**src/rtl/moxie_wb_pkg.sv**
```systemverilog
// Shared types and sizing helpers for the MoxieLite-to-Wishbone bridge.
package moxie_wb_pkg;

    typedef enum logic [1:0] {
        StIdle,
        StBus,
        StGap,
        StDone
    } bridge_state_e;

    // Counter widths sized for the largest legal TIMEOUT_CYC and MAX_RETRY.
    localparam int unsigned TO_CNT_W  = $clog2(65535 + 1);
    localparam int unsigned RTY_CNT_W = $clog2(15 + 1);

    // SEL_W = DATA_W/8 for a given data width.
    function automatic int unsigned sel_w(int unsigned data_w);
        return data_w / 8;
    endfunction

endpackage

```
**src/rtl/moxie_wb_watchdog.sv**
```systemverilog
// Bus-timeout and retry counters for the bridge, with clear/increment controls and limit flags.
module moxie_wb_watchdog
    import moxie_wb_pkg::*;
#(
    parameter int unsigned TIMEOUT_CYC = 255,
    parameter int unsigned MAX_RETRY   = 3
) (
    input  logic clk,
    input  logic rst,
    input  logic to_clr,
    input  logic to_inc,
    input  logic rty_clr,
    input  logic rty_inc,
    output logic to_expired,
    output logic rty_exhausted
);

    localparam logic [TO_CNT_W-1:0]  ToLast = TO_CNT_W'(TIMEOUT_CYC - 1);
    localparam logic [RTY_CNT_W-1:0] RtyMax = RTY_CNT_W'(MAX_RETRY);

    logic [TO_CNT_W-1:0]  to_cnt_q, to_cnt_d;
    logic [RTY_CNT_W-1:0] rty_cnt_q, rty_cnt_d;

    always_comb begin
        to_cnt_d  = to_cnt_q;
        rty_cnt_d = rty_cnt_q;
        if (to_clr) begin
            to_cnt_d = '0;
        end else if (to_inc && (to_cnt_q != '1)) begin
            to_cnt_d = to_cnt_q + 1'b1;
        end
        if (rty_clr) begin
            rty_cnt_d = '0;
        end else if (rty_inc && (rty_cnt_q != '1)) begin
            rty_cnt_d = rty_cnt_q + 1'b1;
        end
    end

    always_ff @(posedge clk or posedge rst) begin
        if (rst) begin
            to_cnt_q  <= '0;
            rty_cnt_q <= '0;
        end else begin
            to_cnt_q  <= to_cnt_d;
            rty_cnt_q <= rty_cnt_d;
        end
    end

    // Flag is raised during the TIMEOUT_CYC-th BUS cycle so cyc stays up exactly that long.
    assign to_expired    = (to_cnt_q >= ToLast);
    assign rty_exhausted = (rty_cnt_q >= RtyMax);

endmodule

```
**src/rtl/moxie_wb_bridge.sv**
```systemverilog
// Registered MoxieLite CPU bus to Wishbone B4 classic master bridge.
// Define WB_POSTED_WRITE_EN to let writes complete to the CPU while the bus cycle runs.
module moxie_wb_bridge
    import moxie_wb_pkg::*;
#(
    parameter int unsigned DATA_W      = 16,
    parameter int unsigned ADDR_W      = 32,
    parameter int unsigned TIMEOUT_CYC = 255,
    parameter int unsigned MAX_RETRY   = 3
) (
    input  logic                clk_i,
    input  logic                rst_i,
    input  logic [ADDR_W-1:0]   cpu_addr_i,
    input  logic [DATA_W-1:0]   cpu_dout_i,
    output logic [DATA_W-1:0]   cpu_din_o,
    input  logic                cpu_rd_n_i,
    input  logic                cpu_wr_n_i,
    input  logic [DATA_W/8-1:0] cpu_be_n_i,
    output logic                cpu_wait_n_o,
    output logic                cpu_buserr_o,
    output logic [ADDR_W-1:0]   wb_adr_o,
    output logic [DATA_W-1:0]   wb_dat_o,
    input  logic [DATA_W-1:0]   wb_dat_i,
    output logic [DATA_W/8-1:0] wb_sel_o,
    output logic                wb_we_o,
    output logic                wb_cyc_o,
    output logic                wb_stb_o,
    input  logic                wb_ack_i,
    input  logic                wb_err_i,
    input  logic                wb_rty_i
);

    localparam int unsigned        SelW    = sel_w(DATA_W);
    localparam logic [ADDR_W-1:0]  AdrMask = ~ADDR_W'(SelW - 1);
`ifdef WB_POSTED_WRITE_EN
    localparam bit Posted = 1'b1;
`else
    localparam bit Posted = 1'b0;
`endif

    bridge_state_e     state_q, state_d, fin_state;
    logic [ADDR_W-1:0] adr_q, adr_d;
    logic [DATA_W-1:0] dat_q, dat_d;
    logic [DATA_W-1:0] din_q, din_d;
    logic [SelW-1:0]   sel_q, sel_d;
    logic              we_q, we_d;
    logic              cyc_q, cyc_d;
    logic              buserr_q, buserr_d;

    logic req, req_we;
    logic bus_fail, bus_ok, bus_rty;
    logic to_clr, to_inc, rty_clr, rty_inc;
    logic to_expired, rty_exhausted;

    assign req    = !cpu_rd_n_i || !cpu_wr_n_i;
    assign req_we = !cpu_wr_n_i;

    // Response priority err > ack > rty; timeout and exhausted retry count as err.
    assign bus_fail = wb_err_i || to_expired || (!wb_ack_i && wb_rty_i && rty_exhausted);
    assign bus_ok   = !wb_err_i && !to_expired && wb_ack_i;
    assign bus_rty  = !wb_err_i && !to_expired && !wb_ack_i && wb_rty_i && !rty_exhausted;

    assign to_inc = (state_q == StBus);

    always_comb begin
        state_d   = state_q;
        adr_d     = adr_q;
        dat_d     = dat_q;
        sel_d     = sel_q;
        we_d      = we_q;
        din_d     = din_q;
        buserr_d  = 1'b0;
        to_clr    = 1'b0;
        rty_clr   = 1'b0;
        rty_inc   = 1'b0;
        // Posted writes have already released the CPU, so they skip DONE.
        fin_state = (Posted && we_q) ? StIdle : StDone;

        unique case (state_q)
            StIdle: begin
                to_clr  = 1'b1;
                rty_clr = 1'b1;
                if (req) begin
                    adr_d   = cpu_addr_i & AdrMask;
                    dat_d   = cpu_dout_i;
                    we_d    = req_we;
                    sel_d   = req_we ? ~cpu_be_n_i : '1;
                    state_d = StBus;
                end
            end
            StBus: begin
                if (bus_fail) begin
                    buserr_d = 1'b1;
                    if (!we_q) din_d = '1;
                    state_d = fin_state;
                end else if (bus_ok) begin
                    if (!we_q) din_d = wb_dat_i;
                    state_d = fin_state;
                end else if (bus_rty) begin
                    rty_inc = 1'b1;
                    state_d = StGap;
                end
            end
            StGap: begin
                to_clr  = 1'b1;
                state_d = StBus;
            end
            StDone: begin
                to_clr  = 1'b1;
                rty_clr = 1'b1;
                state_d = StIdle;
            end
        endcase

        cyc_d = (state_d == StBus);
    end

    always_ff @(posedge clk_i or posedge rst_i) begin
        if (rst_i) begin
            state_q  <= StIdle;
            adr_q    <= '0;
            dat_q    <= '0;
            sel_q    <= '0;
            we_q     <= 1'b0;
            cyc_q    <= 1'b0;
            din_q    <= '0;
            buserr_q <= 1'b0;
        end else begin
            state_q  <= state_d;
            adr_q    <= adr_d;
            dat_q    <= dat_d;
            sel_q    <= sel_d;
            we_q     <= we_d;
            cyc_q    <= cyc_d;
            din_q    <= din_d;
            buserr_q <= buserr_d;
        end
    end

    moxie_wb_watchdog #(
        .TIMEOUT_CYC(TIMEOUT_CYC),
        .MAX_RETRY  (MAX_RETRY)
    ) u_watchdog (
        .clk          (clk_i),
        .rst          (rst_i),
        .to_clr       (to_clr),
        .to_inc       (to_inc),
        .rty_clr      (rty_clr),
        .rty_inc      (rty_inc),
        .to_expired   (to_expired),
        .rty_exhausted(rty_exhausted)
    );

    assign cpu_wait_n_o = (state_q == StDone) ||
                          ((state_q == StIdle) && (!req || (Posted && req_we)));

    assign cpu_din_o    = din_q;
    assign cpu_buserr_o = buserr_q;
    assign wb_adr_o     = adr_q;
    assign wb_dat_o     = dat_q;
    assign wb_sel_o     = sel_q;
    assign wb_we_o      = we_q;
    assign wb_cyc_o     = cyc_q;
    assign wb_stb_o     = cyc_q;

endmodule

```
**config.mk**
```make
export PLATFORM = sky130hd
export DESIGN_NAME = moxie_wb_bridge
export DESIGN_NICKNAME = d
export VERILOG_FILES = /design/src/rtl/moxie_wb_pkg.sv /design/src/rtl/moxie_wb_watchdog.sv /design/src/rtl/moxie_wb_bridge.sv
export SDC_FILE = /design/constraint.sdc
export NUM_CORES = 1
export LEC_CHECK = 0
export BUFFER_PORTS_ARGS = -buffer_cell sky130_fd_sc_hd__buf_4
export CORE_MARGIN = 4
export CORE_UTILIZATION = 44
export CTS_CLUSTER_DIAMETER = 120
export DETAILED_ROUTE_END_ITERATION = 8
export PLACE_DENSITY = 0.73
export SETUP_SLACK_MARGIN = 0.3
export SYNTH_ARGS = -nofsm -noshare
export SYNTH_HDL_FRONTEND = slang
export SYNTH_SLANG_ARGS = --single-unit
```
**constraint.sdc**
```tcl
create_clock -name clk_i -period 5.1 [get_ports clk_i]
set_input_delay 0.51 -clock clk_i [delete_from_list [all_inputs] [get_ports clk_i]]
set_output_delay 0.51 -clock clk_i [all_outputs]
set_load 0.005 [all_outputs]
```
# ---- Word-level counts from Yosys, hierarchy flattened
# Index checks and enable logic that the tools add are counted.
# W data, S select, Z words.
dict set report totals {
  in_bits 73
  elab_cells 74
  register_bits 90
  mem_count 0
  ram_bits 0
  output_inout_bits 71
  mem_bits_ro 0
  latch_bits 0
}
dict set report classes {
  mux 22
  reduce_logical 29
  n_mul 0
  addsub 2
  div_mod_pow 0
  n_bitwise 1
  eq_ne 8
  n_lt_le_gt_ge 2
  shifts 0
}
# operator count
set ops {}
lappend ops {{$mux W16} 6}
lappend ops {{$add A16 B1 Y16 const B} 1}
lappend ops {{$ge A16 B8 Y1 const B} 1}
lappend ops {{$ne A16 B16 Y1 const B} 1}
lappend ops {{$logic_and A1 B1 Y1} 10}
lappend ops {{$mux W2} 5}
lappend ops {{$mux W1} 8}
lappend ops {{$mux W4} 2}
lappend ops {{$pmux W2 S4} 1}
lappend ops {{$logic_not A1 Y1} 7}
lappend ops {{$reduce_bool A2 Y1} 3}
lappend ops {{$add A4 B1 Y4 const B} 1}
lappend ops {{$eq A2 B1 Y1 const B} 2}
lappend ops {{$eq A2 B2 Y1 const B} 2}
lappend ops {{$ge A4 B2 Y1 const B} 1}
lappend ops {{$logic_or A1 B1 Y1} 4}
lappend ops {{$ne A2 B2 Y1 const B} 2}
lappend ops {{$ne A4 B4 Y1 const B} 1}
lappend ops {{$reduce_and A4 Y1} 1}
lappend ops {{$reduce_or A3 Y1} 1}
lappend ops {{$logic_not A2 Y1} 1}
lappend ops {{$not A2 Y2} 1}
lappend ops {{$reduce_and A2 Y1} 1}
lappend ops {{$reduce_or A2 Y1} 1}

# ---- Longest topological paths before layout
# Gate-level depths: netlist of run 1.
dict set report depth {
  depth_word 13
  depth_mapped 8
  ltp_nobuf 7
}

# ---- By module
# A second synthesis of run 1 with hierarchy kept.
dict set report unflattened {
  hier_cells 302
  area_unflattened_um2 4205.3
}
# module seq_area_each_um2 cells_each n_inst area_per_inst_um2
set modules_own_cells {}
lappend modules_own_cells {moxie_wb_bridge 1751.7 180 1 3039.2}
lappend modules_own_cells {moxie_wb_watchdog 500.5 122 1 1166.1}

# ---- Least setup slack after synthesis of run 1
# Ideal clock, no wire load.
dict set report synth_timing {
  path_type {register -> register}
  from {register u_watchdog.rty_cnt_q[0]}
  to {register u_watchdog.rty_cnt_q[0]}
  arrival_time_ns 1.911
  slack_ns 3.070
  required_time_ns 4.981
  path_stages_with_launch 7
  synth_period_minus_slack_ns 2.030
  setup_time_ns 0.119
  n_path_buf 0
  cell_sequence {dfrtp_1 ha_1 or3_1 nor3b_2 or4b_1 xnor2_1 and2_1}
}
dict set report synth_via {
  elab_chain_len 9
  word_cells_on_any_way 15
  classes_between {1 x add/sub; 1 x order compare; 1 x eq/ne; 6 x mux; 6 x reduce/logical}
}
# item line_no
set synth_rtl {}
lappend synth_rtl {{from (decl)} moxie_wb_watchdog.sv:22} ;# logic [RTY_CNT_W-1:0] rty_cnt_q, rty_cnt_d;
lappend synth_rtl {{from (signal assigned)} moxie_wb_watchdog.sv:45} ;# rty_cnt_q <= rty_cnt_d;
lappend synth_rtl {{$ge A4 B2 Y1} moxie_wb_watchdog.sv:51} ;# assign rty_exhausted = (rty_cnt_q >= RtyMax);
lappend synth_rtl {{$logic_not A1 Y1} moxie_wb_bridge.sv:61} ;# assign bus_rty = !wb_err_i && !to_expired && !wb_ack_i && wb_rty_i && !rty_exhausted;
lappend synth_rtl {{$logic_and A1 B1 Y1} moxie_wb_bridge.sv:61}
lappend synth_rtl {{$mux W1} moxie_wb_bridge.sv:99} ;# end else if (bus_rty) begin
lappend synth_rtl {{$mux W1} moxie_wb_bridge.sv:96} ;# end else if (bus_ok) begin
lappend synth_rtl {{$mux W1} moxie_wb_bridge.sv:92} ;# if (bus_fail) begin
lappend synth_rtl {{$mux W1} moxie_wb_bridge.sv:79} ;# unique case (state_q)
lappend synth_rtl {{$logic_and A1 B1 Y1} moxie_wb_watchdog.sv:34} ;# end else if (rty_inc && (rty_cnt_q != '1)) begin
lappend synth_rtl {{$reduce_bool A2 Y1 (no line)} -}
# Several ways; a longest one is shown, not always the timed one. The select of a mux whose other input is x is not followed.
# A chain may end at the register's enable or synchronous reset.

# ---- Worst setup path in the final report of run 1
dict set report layout_timing {
  from {register state_q[1]}
  to {register din_q[4] (netlist: cpu_din_o[4])}
}
dict set report layout_via {
  elab_chain_len 2
}
# item line_no
set layout_rtl {}
lappend layout_rtl {{from (decl)} moxie_wb_bridge.sv:41} ;# bridge_state_e state_q, state_d, fin_state;
lappend layout_rtl {{from (signal assigned)} moxie_wb_bridge.sv:120} ;# state_q <= StIdle;
lappend layout_rtl {{from (signal assigned)} moxie_wb_bridge.sv:129} ;# state_q <= state_d;
lappend layout_rtl {{$eq A2 B1 Y1} moxie_wb_bridge.sv:79}
lappend layout_rtl {{$reduce_and A4 Y1 (no line)} -}
lappend layout_rtl {{to (signal assigned)} moxie_wb_bridge.sv:135} ;# din_q <= din_d;
lappend layout_rtl {{to (decl)} moxie_wb_bridge.sv:44} ;# logic [DATA_W-1:0] din_q, din_d;
# Every way passes these cells.

==> qor.yml, run 1 <==
grt:
  grt_pass1_wl_um: 14100
  antenna_found_initial: 0
  grt_use_total_pct: 17.3
  grt.overflow.total: 0
  grt_pass1_vias: 2962
  grt_max_degree: 52
floorplanning:
  ios: 144
  initial_core_util_pct: 45.7
  core_region_area_mm2: 0.00830
  fp.dieH_um: 101
  rows: 33
  die-area_mm2: 0.0102
  fp.dieW_um: 101
cts:
  clkTransAtPathRegs_ns: 0.10
  insertion_delay_ns: 0.35
  post_cts_resized: 0
  cts_buffers: 9
  cts_hold_buf: 0
  tritoncts: "built"
  clock_sinks: 90
  cts-root-buf: "clkbuf_8"
  postCtsSetupRepairBufs: 0
  cts_buffer_depth: 2
  cts_htree_levels: 3
yosys:
  yosysUniqueCellTypes: 49
  postSynthAreaPerCell_um2: 13.0
  synth_area_leader_cell: "dfrtp_1"
  synth_seq_cells: 90
  yosysMostFrequentCell: "dfrtp_1"
  synthesis.area_mm2: 0.00379
  synth.top_cell.area_share_pct: 59.4
  synthTopCellsByCount: "90 x dfrtp_1, 48 x mux2_2, 20 x nor2_1"
  synth_ff_type: "dfrtp_1"
  synth_area_leaders: "dfrtp_1 59%, mux2_2 14%, o22a_1 3.9%, ha_1 2.0%, nor2_1 2.0%"
  synthCells: 291
  ys_warn_count: 0
  ys_seq_area_share_pct: 59.4
  syn_nets: 370
  synth_edf_count: 0
  async_flop_share_pct: 100
power:
  power.leakage_nw: 2.38
  share_comb_of_total_power_pct: 38.6
  switchingPower_w: 0.000866
  report.power.total_w: 0.00291
  internal-power_w: 0.00204
  power_frac_clock_pct: 20.7
  seq_power_share_pct: 40.6
  power_density_mw_per_mm2: 561
  irDropWorstVdd_v: 0.000271
  switching_share_pct: 29.8
critical_path:
  critPathCaptureType: "flop"
  crit_fanout: 18
  required_ns: 5.34
  crit_chain: "inv_1 > ha_1 > clkinv_1 > nor2_1 > nand3_1 > o22a_1"
  cpPeakStageDelay_ns: 0.52
  crit_arrival_ns: 2.80
  critical_path_class: "reg2reg"
  cp_slowest_cell: "nand3_1"
  cp-start-kind: "flop"
timing:
  rsz0062_at_grt: "false"
  drv_slew: 0
  layout_min_cycle_time_ns: 2.56
  fin_setup_tns_ns: 0
  finalHoldViolations: 0
  fin_crit_sh_pct: 50.2
  setup_viol: 0
  worstMarginPinSlew_ns: 1.14
  max_freq_ghz: 0.390
  worst_slack_ns: 2.54
  clock-skew-final_ns: 0.0134
  slew_headroom_pct: 24.1
route:
  drt_first_pass_iters: 4
  routed-via-count: 2797
  viasPerCell: 5.17
  drt_iter0_drc: 149
  wl_per_cell_um: 15.9
  drc_errors: 0
  ant_nets: 0
  wl_um: 8630
placement:
  dp_hpwl_um: 6420
  pre_cts_slack_ns: 2.59
  place.gp.congestion: 0.821
  portBuffers: 141
  post-place-cells: 525
  dpl-instance-area_mm2: 0.00492
job:
  drv_cap: 0
finish:
  postLayoutCellArea_mm2: 0.00518
  final_nets: 510
  num_antenna_cells: 0
  syn2layout_area_growth_pct: 36.6
  instances_no_fill: 541
  drive_above_1_share_pct: 49.5
  fill_cells: 655
worst_hold_path:
  min_path_type: "in2async"
outcome:
  status: "finished, final reports clean"
-- logic make-up after synthesis --
family | count (synthesis) | share of synthesized area, %
adder cells (fa/ha/maj) | 6 | 1.98
XOR/XNOR | 7 | 1.62
other | 1 | 0.0989
multiplexers | 50 | 14.8
buffers and inverters | 21 | 2.61
AO/OA/AOI/OAI | 44 | 8.72
AND/OR/NAND/NOR | 72 | 10.8
flip-flops | 90 | 59.4
-- routing by layer --
metal	global-route usage (%)	routed length (um)
met5	0	0
met4	4.66	99
met3	3.94	439
met2	31.4	4720
met1	20.5	3360
-- area by class of cell --
type | count | area [um2] | share of cell area (%)
clock buffers | 10 | 138 | 2.66
clock inverters | 6 | 119 | 2.30
inverters | 8 | 31.3 | 0.604
multi-input cells | 180 | 1440 | 27.8
flip-flops and latches | 90 | 2250 | 43.5
well taps | 105 | 131 | 2.54
repair buffers | 142 | 1070 | 20.6
-- critical path: cells and delay by family, from the launching register on --
kind,cells,cell delay (ns)
AND/OR/NAND/NOR,2,0.80
adder cells (fa/ha/maj),1,0.22
AO/OA/AOI/OAI,1,0.43
flip-flops,1,0.45
buffers and inverters,2,0.55
-- path summary, 6_finish.rpt --
check / startpoint / to / slack, ns / cells after the start
setup reg to reg: state_q[1] / cpu_din_o[4] / 2.54 / 6
max in group asynchronous: rst_i / wb_adr_o[11] / 3.81 / 3
hold reg to reg: u_watchdog.rty_cnt_q[3] / u_watchdog.rty_cnt_q[3] / 0.49 / 1
setup / recovery: state_q[1] / cpu_din_o[4] / 2.54 / 6
min in group clk_i: cpu_be_n_i[0] / wb_sel_o[0] / 0.35 / 2
hold / removal: rst_i / wb_dat_o[2] / 0.29 / 2
-- power by group through the flow --
stage               Clock, W  Combinational, W  Sequential, W
floorplan                  0          0.000530        0.00120
global placement           0           0.00112        0.00118
detailed placement         0           0.00114        0.00120
CTS                 0.000617           0.00115        0.00118
global route        0.000646           0.00123        0.00123
finish              0.000603           0.00112        0.00118
-- sequential cells by signal, indices dropped and copies added, names as in the netlist --
| name | count |
|---|---|
| wb_adr_o | 31 |
| cpu_din_o | 16 |
| u_watchdog.to_cnt_q | 16 |
| wb_dat_o | 16 |
| u_watchdog.rty_cnt_q | 4 |
| state_q | 2 |
| wb_sel_o | 2 |
| cpu_buserr_o | 1 |
| wb_cyc_o | 1 |
| wb_we_o | 1 |
-- metrics by stage --
stage / util [%] / hold WS [ns]
after floorplan: - / 0.446
after global placement: 59.3 / 0.466
after detailed placement: 59.3 / 0.469
after CTS: 62.4 / 0.315
after global routing: 62.4 / 0.345
final: 62.4 / 0.292
-- layout by cell type, fill, tap and decap left out, types with 4 or more instances in the layout --
cell        n
inv_1       6
o21ai_0     4
mux2_2     48
nor2_1     20
xnor2_1     4
dfrtp_1    90
nand2_1    11
buf_4     142
o22a_1     17
clkbuf_8   10
a21oi_1     7
nand3_1     6
nand4_1     4
nor3_1      7
ha_1        6
(Power assumes the default switching activity.)
==> run 2: changes to the inputs <==
==> constraint.sdc (replaced) <==
create_clock -name clk_i -period 2.56 [get_ports clk_i]
set_input_delay 0.256 -clock clk_i [delete_from_list [all_inputs] [get_ports clk_i]]
set_output_delay 0.256 -clock clk_i [all_outputs]
set_load 0.005 [all_outputs]
==> run 2 against run 1 <==
  * First-iteration DRC count is 14% lower
  * Critical endpoint is now u_watchdog.rty_cnt_q[0]
  * Count of clock-buffer cells in the layout grew 1
  * Sequential power increased by 99%
  * Critical path type unchanged
==> qor.yml, run 2 (same netlist as run 1, synthesis figures left out) <==
grt:
  grt_max_degree: 51
  grt.overflow.total: 0
  antenna_found_initial: 0
  grt_use_total_pct: 18.0
  grt_pass1_vias: 2958
  grt_pass1_wl_um: 14400
floorplanning:
  core_region_area_mm2: 0.00830
  fp.dieW_um: 101
  fp.dieH_um: 101
  die-area_mm2: 0.0102
  initial_core_util_pct: 45.7
  rows: 33
  ios: 144
cts:
  post_cts_resized: 0
  postCtsSetupRepairBufs: 0
  insertion_delay_ns: 0.36
  tritoncts: "built"
  clkTransAtPathRegs_ns: 0.10
  cts-root-buf: "clkbuf_8"
  cts_buffers: 9
  cts_buffer_depth: 2
  cts_hold_buf: 0
  cts_htree_levels: 3
  clock_sinks: 90
critical_path:
  rr_worst_depth: 6
  crit_fanout: 3
  cp_slowest_cell: "or4b_1"
  cp_num_buf_inv: 0
  regToRegSetupSlack_ns: 0.43
  worstSetupStartpoint: "u_watchdog.rty_cnt_q[0]"
  cp-start-kind: "flop"
  crit_chain: "ha_1 > or3_1 > nor3b_2 > or4b_1 > xnor2_1 > and2_1"
  critPathCaptureType: "flop"
  crit_family: "simple AND/OR/NAND/NOR gates"
  critical_path_class: "reg2reg"
  rr_endpoint: "u_watchdog.rty_cnt_q[0]"
  timing.rr.start: "u_watchdog.rty_cnt_q[0]"
  crit_arrival_ns: 2.37
  cpPeakStageDelay_ns: 0.52
  required_ns: 2.80
timing:
  fin_crit_sh_pct: 83.1
  layout_min_cycle_time_ns: 2.13
  rsz0062_at_grt: "false"
  slew_headroom_pct: 44.9
  drv_slew: 0
  clock-skew-final_ns: 0.0134
  fin_setup_tns_ns: 0
  max_freq_ghz: 0.470
  finalHoldViolations: 0
  worstMarginPinSlew_ns: 0.824
  setup_viol: 0
power:
  report.power.total_w: 0.00555
  seq_power_share_pct: 42.4
  power.leakage_nw: 2.37
  irDropWorstVdd_v: 0.000527
  switching_share_pct: 31.3
  share_comb_of_total_power_pct: 41.1
  switchingPower_w: 0.00174
  power_density_mw_per_mm2: 1070
  power_frac_clock_pct: 16.5
  internal-power_w: 0.00381
worst_hold_path:
  min_path_type: "in2async"
route:
  wl_per_cell_um: 15.9
  routed-via-count: 2844
  drc_errors: 0
  drt_iter0_drc: 128
  wl_um: 8680
  drt_first_pass_iters: 4
  ant_nets: 0
  viasPerCell: 5.21
finish:
  final_common_cell: "buf_4"
  num_antenna_cells: 0
  multi_input_area_mm2: 0.00145
  drive_above_1_share_pct: 50.3
  final_nets: 515
  layout_common_cells: "145 x buf_4, 90 x dfrtp_1, 48 x mux2_2"
  fill_cells: 690
  syn2layout_area_growth_pct: 36.6
  fin_util_pct: 62.4
  ff_latch_area_mm2: 0.00225
  largest_reg_flops: 31
outcome:
  status: "finished, final reports clean"
placement:
  dp_hpwl_um: 6430
  portBuffers: 141
  place.gp.congestion: 0.876
job:
  drv_cap: 0
-- run 2: layout make-up --
type | count | area share, %
multi-input combinational | 180 | 27.9
timing repair buffer | 147 | 21.8
sequential | 90 | 43.5
clock inverter | 5 | 0.846
inverter | 8 | 0.653
clock buffer | 11 | 2.73
tap | 105 | 2.54
-- run 2: stage by stage --
step | std cells | cell area (um2) | setup WS, ns | hold slack (ns)
after floorplan | 291 | 3790 | 0.530 | 0.362
after global placement | 530 | 4990 | 0.428 | 0.442
after detailed placement | 530 | 4990 | 0.415 | 0.452
after CTS | 546 | 5170 | 0.393 | 0.0497
after global routing | 546 | 5180 | 0.322 | 0.0652
final | 546 | 5180 | 0.433 | 0.0400
-- run 2: power by group through the flow --
stage	clock [W]	sequential [W]	combinational, W
after CTS	0.000949	0.00236	0.00233
after global routing	0.00100	0.00245	0.00250
after detailed placement	0	0.00238	0.00233
final	0.000917	0.00235	0.00228
after global placement	0	0.00235	0.00227
after floorplan	0	0.00239	0.00106
-- run 2: metal layers --
metal	global-route usage, %	up-vias	share of wire [%]
met5	0	-	0
li1	-	1339	-
met1	21.5	1391	38
met4	8.91	0	3.0
met2	29.9	91	52
met3	4.78	23	6.3
-- run 2: worst max path at each step --
stage,cells past startpoint,end,slack (ns)
final,6,u_watchdog.rty_cnt_q[0],0.43
after global routing,6,u_watchdog.rty_cnt_q[0],0.32
after CTS,6,u_watchdog.to_cnt_q[5],0.39
after detailed placement,6,u_watchdog.to_cnt_q[5],0.41
after global placement,6,u_watchdog.to_cnt_q[3],0.43
after floorplan,6,u_watchdog.rty_cnt_q[0],0.53
-- run 2: worst register-to-register path, delay by kind of cell (launching register included) --
| kind | cells | cell delay (ns) |
|---|---|---|
| simple gates | 4 | 1.28 |
| fa+ha+maj | 1 | 0.20 |
| xor+xnor | 1 | 0.15 |
| flops | 1 | 0.40 |
